===== src/rtl/conv_pkg.sv =====
// Shared definitions for the conv datapath: weight memory widths
// and the fetch sequencer state encoding.
package conv_pkg;

  localparam int DEF_DATA_WIDTH = 8;
  localparam int DEF_ADDR_WIDTH = 10;

  localparam logic [1:0] ST_IDLE  = 2'd0;
  localparam logic [1:0] ST_FETCH = 2'd1;
  localparam logic [1:0] ST_DRAIN = 2'd2;

endpackage


===== src/rtl/sync_fifo.sv =====
// First-word fall-through FIFO with synchronous active-high reset.
// Ports: i_push/i_data write side, i_pop read side, o_data is the head
// (zero when empty), o_empty/o_full/o_count report occupancy.
module sync_fifo #(
  parameter int DATA_WIDTH = 8,
  parameter int DEPTH      = 4
) (
  input  logic                    clk,
  input  logic                    reset,
  input  logic                    i_push,
  input  logic [DATA_WIDTH-1:0]   i_data,
  input  logic                    i_pop,
  output logic [DATA_WIDTH-1:0]   o_data,
  output logic                    o_empty,
  output logic                    o_full,
  output logic [$clog2(DEPTH):0]  o_count
);

  localparam int PW = $clog2(DEPTH);
  localparam logic [PW:0]   FULL_CNT = (PW+1)'(DEPTH);
  localparam logic [PW:0]   CNT_ONE  = (PW+1)'(1);
  localparam logic [PW-1:0] PTR_ONE  = PW'(1);

  logic [DATA_WIDTH-1:0] r_mem [DEPTH];
  logic [PW-1:0]         r_wr_ptr;
  logic [PW-1:0]         r_rd_ptr;
  logic [PW:0]           r_count;
  logic                  w_push;
  logic                  w_pop;

  assign o_empty = (r_count == '0);
  assign o_full  = (r_count == FULL_CNT);
  assign o_count = r_count;
  assign w_push  = i_push && !o_full;
  assign w_pop   = i_pop && !o_empty;

  // Empty head reads as zero so the output is clean after reset.
  assign o_data = o_empty ? '0 : r_mem[r_rd_ptr];

  always_ff @(posedge clk) begin
    if (w_push) begin
      r_mem[r_wr_ptr] <= i_data;
    end
  end

  always_ff @(posedge clk) begin
    if (reset) begin
      r_wr_ptr <= '0;
      r_rd_ptr <= '0;
      r_count  <= '0;
    end else begin
      if (w_push) begin
        r_wr_ptr <= r_wr_ptr + PTR_ONE;
      end
      if (w_pop) begin
        r_rd_ptr <= r_rd_ptr + PTR_ONE;
      end
      if (w_push && !w_pop) begin
        r_count <= r_count + CNT_ONE;
      end else if (w_pop && !w_push) begin
        r_count <= r_count - CNT_ONE;
      end
    end
  end

endmodule


===== src/rtl/weight_fetch_ctrl.sv =====
// Weight fetch sequencer: bursts sequential reads from the weight SRAM,
// absorbs its 1-cycle read latency in a return FIFO and streams words out.
// Ports: start/base_addr/num_words command, busy/done status,
// mem_read_* SRAM read port, m_weight_* valid/ready output stream.
module weight_fetch_ctrl
  import conv_pkg::*;
#(
  parameter int DATA_WIDTH = DEF_DATA_WIDTH,
  parameter int ADDR_WIDTH = DEF_ADDR_WIDTH,
  parameter int CNT_WIDTH  = 10,
  parameter int FIFO_DEPTH = 4
) (
  input  logic                  clk,
  input  logic                  reset,
  input  logic                  start,
  input  logic [ADDR_WIDTH-1:0] base_addr,
  input  logic [CNT_WIDTH-1:0]  num_words,
  output logic                  busy,
  output logic                  done,
  output logic                  mem_read_req,
  output logic [ADDR_WIDTH-1:0] mem_read_addr,
  input  logic [DATA_WIDTH-1:0] mem_read_data,
  output logic                  m_weight_valid,
  output logic [DATA_WIDTH-1:0] m_weight_data,
  input  logic                  m_weight_ready
);

  localparam int FAW = $clog2(FIFO_DEPTH);
  localparam logic [FAW+1:0] DEPTH_W = (FAW+2)'(FIFO_DEPTH);
  localparam logic [CNT_WIDTH-1:0]  CNT_ONE  = CNT_WIDTH'(1);
  localparam logic [ADDR_WIDTH-1:0] ADDR_ONE = ADDR_WIDTH'(1);

  logic [1:0]            r_state;
  logic [ADDR_WIDTH-1:0] r_addr_ptr;
  logic [CNT_WIDTH-1:0]  r_issue_left;
  logic [CNT_WIDTH-1:0]  r_out_left;
  logic                  r_inflight;

  logic [FAW:0]          w_fifo_count;
  logic                  w_fifo_empty;
  logic                  w_fifo_full;
  logic [DATA_WIDTH-1:0] w_fifo_data;
  logic [FAW+1:0]        w_occ;
  logic                  w_issue;
  logic                  w_pop;
  logic                  w_done;

  // Buffered words plus the one in flight must leave a free slot,
  // otherwise the returning word would have nowhere to land.
  assign w_occ   = {1'b0, w_fifo_count} + (FAW+2)'(r_inflight);
  assign w_issue = (r_state == ST_FETCH)
                && (r_issue_left != '0)
                && !w_fifo_full
                && (w_occ < DEPTH_W);

  assign w_pop  = !w_fifo_empty && m_weight_ready;
  assign w_done = (r_state == ST_DRAIN) && (r_out_left == '0);

  assign busy           = (r_state != ST_IDLE);
  assign done           = w_done;
  assign mem_read_req   = w_issue;
  assign mem_read_addr  = r_addr_ptr;
  assign m_weight_valid = !w_fifo_empty;
  assign m_weight_data  = w_fifo_data;

  always_ff @(posedge clk) begin
    if (reset) begin
      r_state      <= ST_IDLE;
      r_addr_ptr   <= '0;
      r_issue_left <= '0;
      r_out_left   <= '0;
      r_inflight   <= 1'b0;
    end else begin
      r_inflight <= w_issue;
      unique case (r_state)
        ST_IDLE: begin
          if (start) begin
            r_addr_ptr   <= base_addr;
            r_issue_left <= num_words;
            r_out_left   <= num_words;
            r_state      <= (num_words == '0) ? ST_DRAIN : ST_FETCH;
          end
        end
        ST_FETCH: begin
          if (w_issue) begin
            r_addr_ptr   <= r_addr_ptr + ADDR_ONE;
            r_issue_left <= r_issue_left - CNT_ONE;
            if (r_issue_left == CNT_ONE) begin
              r_state <= ST_DRAIN;
            end
          end
          // Words already stream out while the burst is still issuing.
          if (w_pop) begin
            r_out_left <= r_out_left - CNT_ONE;
          end
        end
        ST_DRAIN: begin
          if (w_done) begin
            r_state <= ST_IDLE;
          end else if (w_pop) begin
            r_out_left <= r_out_left - CNT_ONE;
          end
        end
        default: begin
          r_state <= ST_IDLE;
        end
      endcase
    end
  end

  // Clearing r_inflight on reset drops the word of a read issued
  // in the reset cycle.
  sync_fifo #(
    .DATA_WIDTH (DATA_WIDTH),
    .DEPTH      (FIFO_DEPTH)
  ) u_ret_fifo (
    .clk     (clk),
    .reset   (reset),
    .i_push  (r_inflight),
    .i_data  (mem_read_data),
    .i_pop   (w_pop),
    .o_data  (w_fifo_data),
    .o_empty (w_fifo_empty),
    .o_full  (w_fifo_full),
    .o_count (w_fifo_count)
  );

endmodule

===== config.mk =====
export PLATFORM = sky130hd
export DESIGN_NAME = weight_fetch_ctrl
export DESIGN_NICKNAME = d
export VERILOG_FILES = /design/src/rtl/conv_pkg.sv /design/src/rtl/sync_fifo.sv /design/src/rtl/weight_fetch_ctrl.sv
export SDC_FILE = /design/constraint.sdc
export NUM_CORES = 1
export LEC_CHECK = 0
export ABC_AREA = 0
export CORE_MARGIN = 1.5
export CORE_UTILIZATION = 50
export DETAILED_ROUTE_END_ITERATION = 8
export GPL_TIMING_DRIVEN = 0
export PLACE_DENSITY_LB_ADDON = 0.12
export SYNTH_ARGS = -nofsm -noshare
export SYNTH_HDL_FRONTEND = slang
export SYNTH_HIERARCHICAL = 1
export SYNTH_SLANG_ARGS = --single-unit

===== constraint.sdc =====
create_clock -name clk -period 2.1 [get_ports clk]
set_clock_uncertainty 0.05 [all_clocks]
set_input_delay 0.42 -clock clk [delete_from_list [all_inputs] [get_ports clk]]
set_output_delay 0.42 -clock clk [all_outputs]
set_load 0.05 [all_outputs]

Yosys cells after proc, flatten, opt, wreduce, memory -nomap -nowiden:

Memories as Yosys holds them, arrays and structs flattened. A register that Yosys moved wholly into a read port is not among the register bits.
Index checks and enable logic that the tools add are counted.

* output and inout port bits: 22
* register bits: 40
* input bits: 32
* memories: 1
* bits in writable memories: 32

Memory list
* u_ret_fifo.r_mem: words 4, width 8, read ports 1, clocked after Yosys merged registers in 1, wr ports 1, RTL line sync_fifo.sv:24 `logic [DATA_WIDTH-1:0] r_mem [DEPTH];`

* eq/ne operators: 9
* add/sub/neg operators: 8
* reduce and logical (&&, ||, !) cells: 25
* multiplexer cells: 22
* $lt $le $gt $ge: 1

Operators by type and width (number)
* two-way mux 10 bit: 6
* one-hot mux 10 bit (2 select lines): 2
* one-hot mux 10 bit (3 select lines): 1
* zero test 10 bit: 2
* subtractor 10 x 1 -> 10 bit, second input constant: 2
* two-way mux 2 bit: 7
* adder 10 x 1 -> 10 bit, second input constant: 1
* == test 10 x 1 -> 1 bit, second input constant: 1
* nonzero test 10 bit: 1
* logical AND 1 bit: 9
* two-way mux 8 bit: 1
* inequality test 2 bit, second input constant: 4
* two-way mux 3 bit: 2
* one-hot mux 2 bit (3 select lines): 1
* AND reduction 3 bit: 2
* nonzero test 2 bit: 3
* adder 2 x 1 -> 2 bit, second input constant: 2
* adder 3 x 1 -> 4 bit: 1
* zero test 1 bit: 4
* less-than comparator 4 x 3 -> 1 bit, second input constant: 1
* AND reduction 4 bit: 1
* adder 3 x 1 -> 3 bit, second input constant: 1
* == test 3 bit, second input constant: 1
* zero test 3 bit: 1
* other kinds (7): 8

Longest topological paths before layout:

Gate-level depths: netlist of run 1.

* depth in word-level cells: 7
* gate-level depth with buffers: 10

Cells and area by module:

Netlist of run 1, hierarchy kept.

Modules (own cells, without submodules)
* weight_fetch_ctrl: sequential area each 660.6 um^2, area each 2284.7 um^2, instances 1, cells an instance 287
* sync_fifo: sequential area each 1141.1 um^2, area each 1752.9 um^2, instances 1, cells an instance 100

Least setup slack after synthesis of run 1:

Ideal clock, no wire load.

* path type: flip-flop to flip-flop
* start point: reg u_ret_fifo.r_count[1], in the netlist u_ret_fifo/o_count[1]
* end point: reg u_ret_fifo.r_count[2], in the netlist u_ret_fifo/o_count[2]
* required time: 1.980 ns
* path buffers: 1
* stages on the path, launching flop included: 11
* data arrival time: 2.180 ns
* slack: -0.200 ns
* path through: dfxtp_1 nor3_2 buf_6 nor2b_1 o31ai_2 ha_1 inv_1 fa_1 xor2_1 or3_1 a21oi_1

* cells in the longest elaborated chain, start to end: 7

Ends and longest elaborated chain
* start, declared: RTL line sync_fifo.sv:27 `logic [PW:0] r_count;`
* start signal, assigned: RTL line sync_fifo.sv:59 `r_count <= r_count + CNT_ONE;`
* start signal, assigned: RTL line sync_fifo.sv:61 `r_count <= r_count - CNT_ONE;`
* zero test 3 bit (*): RTL line sync_fifo.sv:31 `assign o_empty = (r_count == '0);`
* named net w_fifo_empty: RTL line weight_fetch_ctrl.sv:40 `logic w_fifo_empty;`
* zero test 1 bit (*): RTL line weight_fetch_ctrl.sv:56 `assign w_pop = !w_fifo_empty && m_weight_ready;`
* logical AND 1 bit (*): RTL line weight_fetch_ctrl.sv:56
* named net w_pop: RTL line weight_fetch_ctrl.sv:45 `logic w_pop;`
* logical AND 1 bit (*): RTL line sync_fifo.sv:35 `assign w_pop = i_pop && !o_empty;`
* zero test 1 bit: RTL line sync_fifo.sv:58 `if (w_push && !w_pop) begin`
* logical AND 1 bit: RTL line sync_fifo.sv:58
* two-way mux 3 bit / nonzero test 2 bit (equally long branches)

The timed path passes the listed nets; every way through them passes the cells marked *. The select of a mux whose other input is x is not followed.
A chain may end at the register's enable or synchronous reset.

Worst setup path in the final report of run 1:

* start point: reg r_out_left[7]
* end point: out done

* cells in the longest elaborated chain, start to end: 2

Ends and longest elaborated chain
* start, declared: RTL line weight_fetch_ctrl.sv:36 `logic [CNT_WIDTH-1:0] r_out_left;`
* start signal, assigned: RTL line weight_fetch_ctrl.sv:80 `r_out_left <= num_words;`
* start signal, assigned: RTL line weight_fetch_ctrl.sv:94 `r_out_left <= r_out_left - CNT_ONE;`
* start signal, assigned: RTL line weight_fetch_ctrl.sv:101 `r_out_left <= r_out_left - CNT_ONE;`
* zero test 10 bit: RTL line weight_fetch_ctrl.sv:57 `assign w_done = (r_state == ST_DRAIN) && (r_out_left == '0);`
* logical AND 1 bit: RTL line weight_fetch_ctrl.sv:57
* end, declared: RTL line weight_fetch_ctrl.sv:19 `output logic done,`

Every way passes these cells.

==> flow_summary_export.csv, run 1 <==
group,metric,value,unit
outcome,status,"complete, but fails checks",
outcome,violations,"setup timing",
sta,rsz0062_at_grt,"yes",
floorplanning,rows,32,
clocking,cts_made_buffers,9,
sta,fmaxAchievable,462.4,MHz
cells_and_area,nets,513,
setup_path,crit_slowest_cell,"dfxtp_2",
cells_and_area,stdcell_area,5243,um2
cells_and_area,n_antenna_cell,0,
setup_path,worst-path-buf-inv,1,
pwr,peakVddDrop,0.7180,mV
sta,finalMaxSlewViolations,0,
pwr,p_leak,1.944,nW
setup_path,crit_arrival,1.69,ns
synthesis,netlist_instances,387,
floorplanning,coreArea,7767,um2
clocking,cts_tree,"done",
drt,viasPerCell,5.878,
floorplanning,num_io_pins,54,
sta,worst_hold_slack,0.3738,ns
setup_path,endpoint_kind,"output pin",
synthesis,ys_ff_latch,74,
synthesis,seq_area_frac_synth,0.4462,
synthesis,syn_area_per_cell,10.43,um2
drt,routed_wl,10.23,mm
global_route,grt_pass1_vias,3199,
floorplanning,fp.dieH,92.86,um
global_route,grt_max_degree,16,
setup_path,crit_fanout,6,
sta,post-route-min-period,2.163,ns
synthesis,ys_warn_count,6,
setup_path,critical_path_class,"reg2out",
pwr,p_per_area,1677,nW/um2
global_route,grt_overflow_total,0,
sta,hold_viol_final,0,
synthesis,synth_edf_count,32,
sta,finalCritPeriodShare,1.030,
setup_path,crit_chain,"nor4_4 > nor2b_4 > and3_4 > buf_8",
synthesis,yosysUniqueCellTypes,66,
cells_and_area,syn2layout_area_growth,29.84,%
global_route,grt_usage,0.2373,
place,place_hpwl,6.780,mm
cells_and_area,fin_cells,573,
drt,vias,3368,
cells_and_area,final_util,0.6749,
drt,wl_per_cell,17.85,um
clocking,cts.clk_slew.worst_paths,0.09,ns
worst_hold_path,min_path_type,"in2reg",
global_route,antenna_found_initial,0,
sta,relSlewSlack,0.5075,
global_route,met1_usage,0.3033,
synthesis,ys_async_sr_fraction,0,
cells_and_area,drive_gt1_frac,0.2590,
clocking,clk_latency,0.35,ns
clocking,h-tree-depth,3,
floorplanning,die_w,92.86,um
global_route,grt_most_used_layer,"met2",
global_route,grt_use_met2,0.4057,
setup_path,cp.required,1.63,ns
job,maxCapViolations,0,
drt,drt_iter0_drc,123,
clocking,clock-sinks,74,
floorplanning,die-area,8623,um2
floorplanning,start_util,0.5198,
cells_and_area,fillCellCount,606,
synthesis,synth_nets,434,
synthesis,syn_area,4038,um2
sta,tightestPinTransition,0.7372,ns
setup_path,crit_family,"simple AND/OR/NAND/NOR gates",
drt,drc,0,
drt,first_pass_iters,4,
pwr,power,8.791,mW
clocking,cts_buffer_depth,2,
drt,ant_nets,0,
sta,setup_slack,-0.06280,ns
place,gp_congestion,0.8832,
global_route,use_met3,0.03530,
setup_path,start_kind,"flip-flop",
synthesis,ys_dominant_reg_cell,"dfxtp_1",
global_route,grt_first_pass_wirelength,15.79,mm
place,place_area,4723,um2
setup_path,worst_path_largest_cell_delay,0.35,ns
place,io_buffers,52,
clocking,root_buffer,"clkbuf_8",
sta,finalSetupViolCount,2,
place,post-place-cells,541,
==> through the flow <==
step                 TNS, ns  setup slack (ns)
floorplan           -0.04442          -0.04442
global placement      -6.304           -0.3833
detailed placement    -7.083           -0.4163
CTS                  -0.1475          -0.04496
global route         -0.5577           -0.1453
finish               -0.1169          -0.06280
==> synthesized netlist by cell type, types with 2 or more instances <==
library cell	number	share of area
and2_1	4	0.0062
nor2b_1	11	0.017
nor4_1	10	0.015
a31oi_1	3	0.0046
buf_6	3	0.0084
buf_2	2	0.0025
a2bb2oi_1	2	0.0043
clkbuf_1	16	0.015
xor2_1	3	0.0065
o31ai_1	9	0.017
nand3_1	6	0.0074
nor2_1	15	0.014
o211ai_1	9	0.017
o32ai_1	6	0.013
edfxtp_1	32	0.24
ha_1	14	0.043
mux4_2	8	0.045
a21boi_0	2	0.0037
or3_1	6	0.0093
o41ai_1	4	0.0087
a22oi_1	2	0.0037
nor3_1	12	0.015
nand2b_1	8	0.012
a211oi_1	6	0.011
o311ai_0	3	0.0065
a21oi_1	23	0.029
nand2_1	24	0.022
a21o_1	4	0.0074
o21ai_0	22	0.027
buf_4	3	0.0056
mux2i_1	8	0.020
inv_1	19	0.018
dfxtp_1	42	0.21
or4_1	4	0.0074
o31a_1	3	0.0065
nor2b_4	9	0.031
==> logic make-up (layout without fill, tap and decap cells) <==
kind of cell             after synthesis  after routing  share of synthesized area
flip-flops                            74             74                     0.4462
multiplexers                          16             16                    0.06446
XOR/XNOR                               3              3                   0.006509
adder cells (fa/ha/maj)               15             15                    0.04834
buffers and inverters                 45            129                    0.05392
AO/OA/AOI/OAI                        109            109                     0.1890
AND/OR/NAND/NOR                      125            125                     0.1915
==> cells in the final DEF, fill, tap and decap left out, types with 7 or more instances in the layout <==
master,n
dfxtp_2,7
clkbuf_8,9
ha_1,10
o211ai_1,9
clkdlybuf4s50_1,34
nor2b_4,11
o31ai_1,9
buf_4,20
buf_6,10
clkbuf_1,12
nor2b_1,9
o21ai_0,20
edfxtp_1,32
dfxtp_1,31
a21oi_1,22
mux2i_1,8
nand2b_1,8
inv_1,14
mux4_2,8
nor2_1,15
nor3_1,12
nand2_1,24
==> what timing repair did <==
action / in CTS / in global routing
resized for setup: 100 / 38
setup endpoints to repair: 27 / 45
hold buffers: 0 / 0
setup buffers: 8 / 8
pin swaps: 3 / 3
==> power by group <==
part	leakage (nW)	internal [mW]	switching [mW]
combinational	1.22	2.37	3.05
clock	0.0884	0.449	0.605
sequential	0.638	1.88	0.440
total	1.94	4.69	4.10
==> layout make-up <==
| cell class | instances | area, um2 | share of cell area |
|---|---|---|---|
| inverters | 19 | 80.08 | 0.01527 |
| clock buffers | 9 | 123.9 | 0.02363 |
| well taps | 102 | 127.6 | 0.02434 |
| repair buffers | 68 | 666.9 | 0.1272 |
| multi-input cells | 268 | 2182 | 0.4162 |
| plain buffers | 26 | 175.2 | 0.03341 |
| flip-flops and latches | 74 | 1826 | 0.3482 |
| clock inverters | 7 | 61.31 | 0.01169 |
==> state kept, by name, summed over array words and instances (netlist names), named ones only <==
signal               count
u_ret_fifo/r_mem        32
mem_read_addr           10
r_issue_left            10
r_out_left              10
u_ret_fifo/o_count       3
r_state                  2
u_ret_fifo/r_rd_ptr      2
u_ret_fifo/r_wr_ptr      2
r_inflight               1
==> routing by layer <==
metal	up-vias	part of all wire
met3	15	0.040
met2	91	0.51
met5	-	0
li1	1621	-
met1	1641	0.43
met4	0	0.013
==> worst paths after layout <==
kind | startpoint | to | slack (ns) | depth (start not counted)
setup / recovery | r_out_left[7] | done | -0.06 | 4
hold / removal | reset | u_ret_fifo/o_count[1] | 0.37 | 2
setup reg to reg | u_ret_fifo/o_count[2] | u_ret_fifo/o_count[2] | -0.05 | 10
hold reg to reg | r_out_left[7] | r_out_left[7] | 0.45 | 2
Power figures use the tool's default switching activity.
==> run 2: changes to the inputs <==
--- a/config.mk
+++ b/config.mk
@@ -8,6 +8,7 @@
 export ABC_AREA = 0
 export CORE_MARGIN = 1.5
 export CORE_UTILIZATION = 50
+export CTS_BUF_LIST = sky130_fd_sc_hd__clkbuf_8
 export DETAILED_ROUTE_END_ITERATION = 8
 export GPL_TIMING_DRIVEN = 0
 export PLACE_DENSITY_LB_ADDON = 0.12
==> results of run 2 <==
The final DEF is identical to that of run 1; final timing and power are the same.
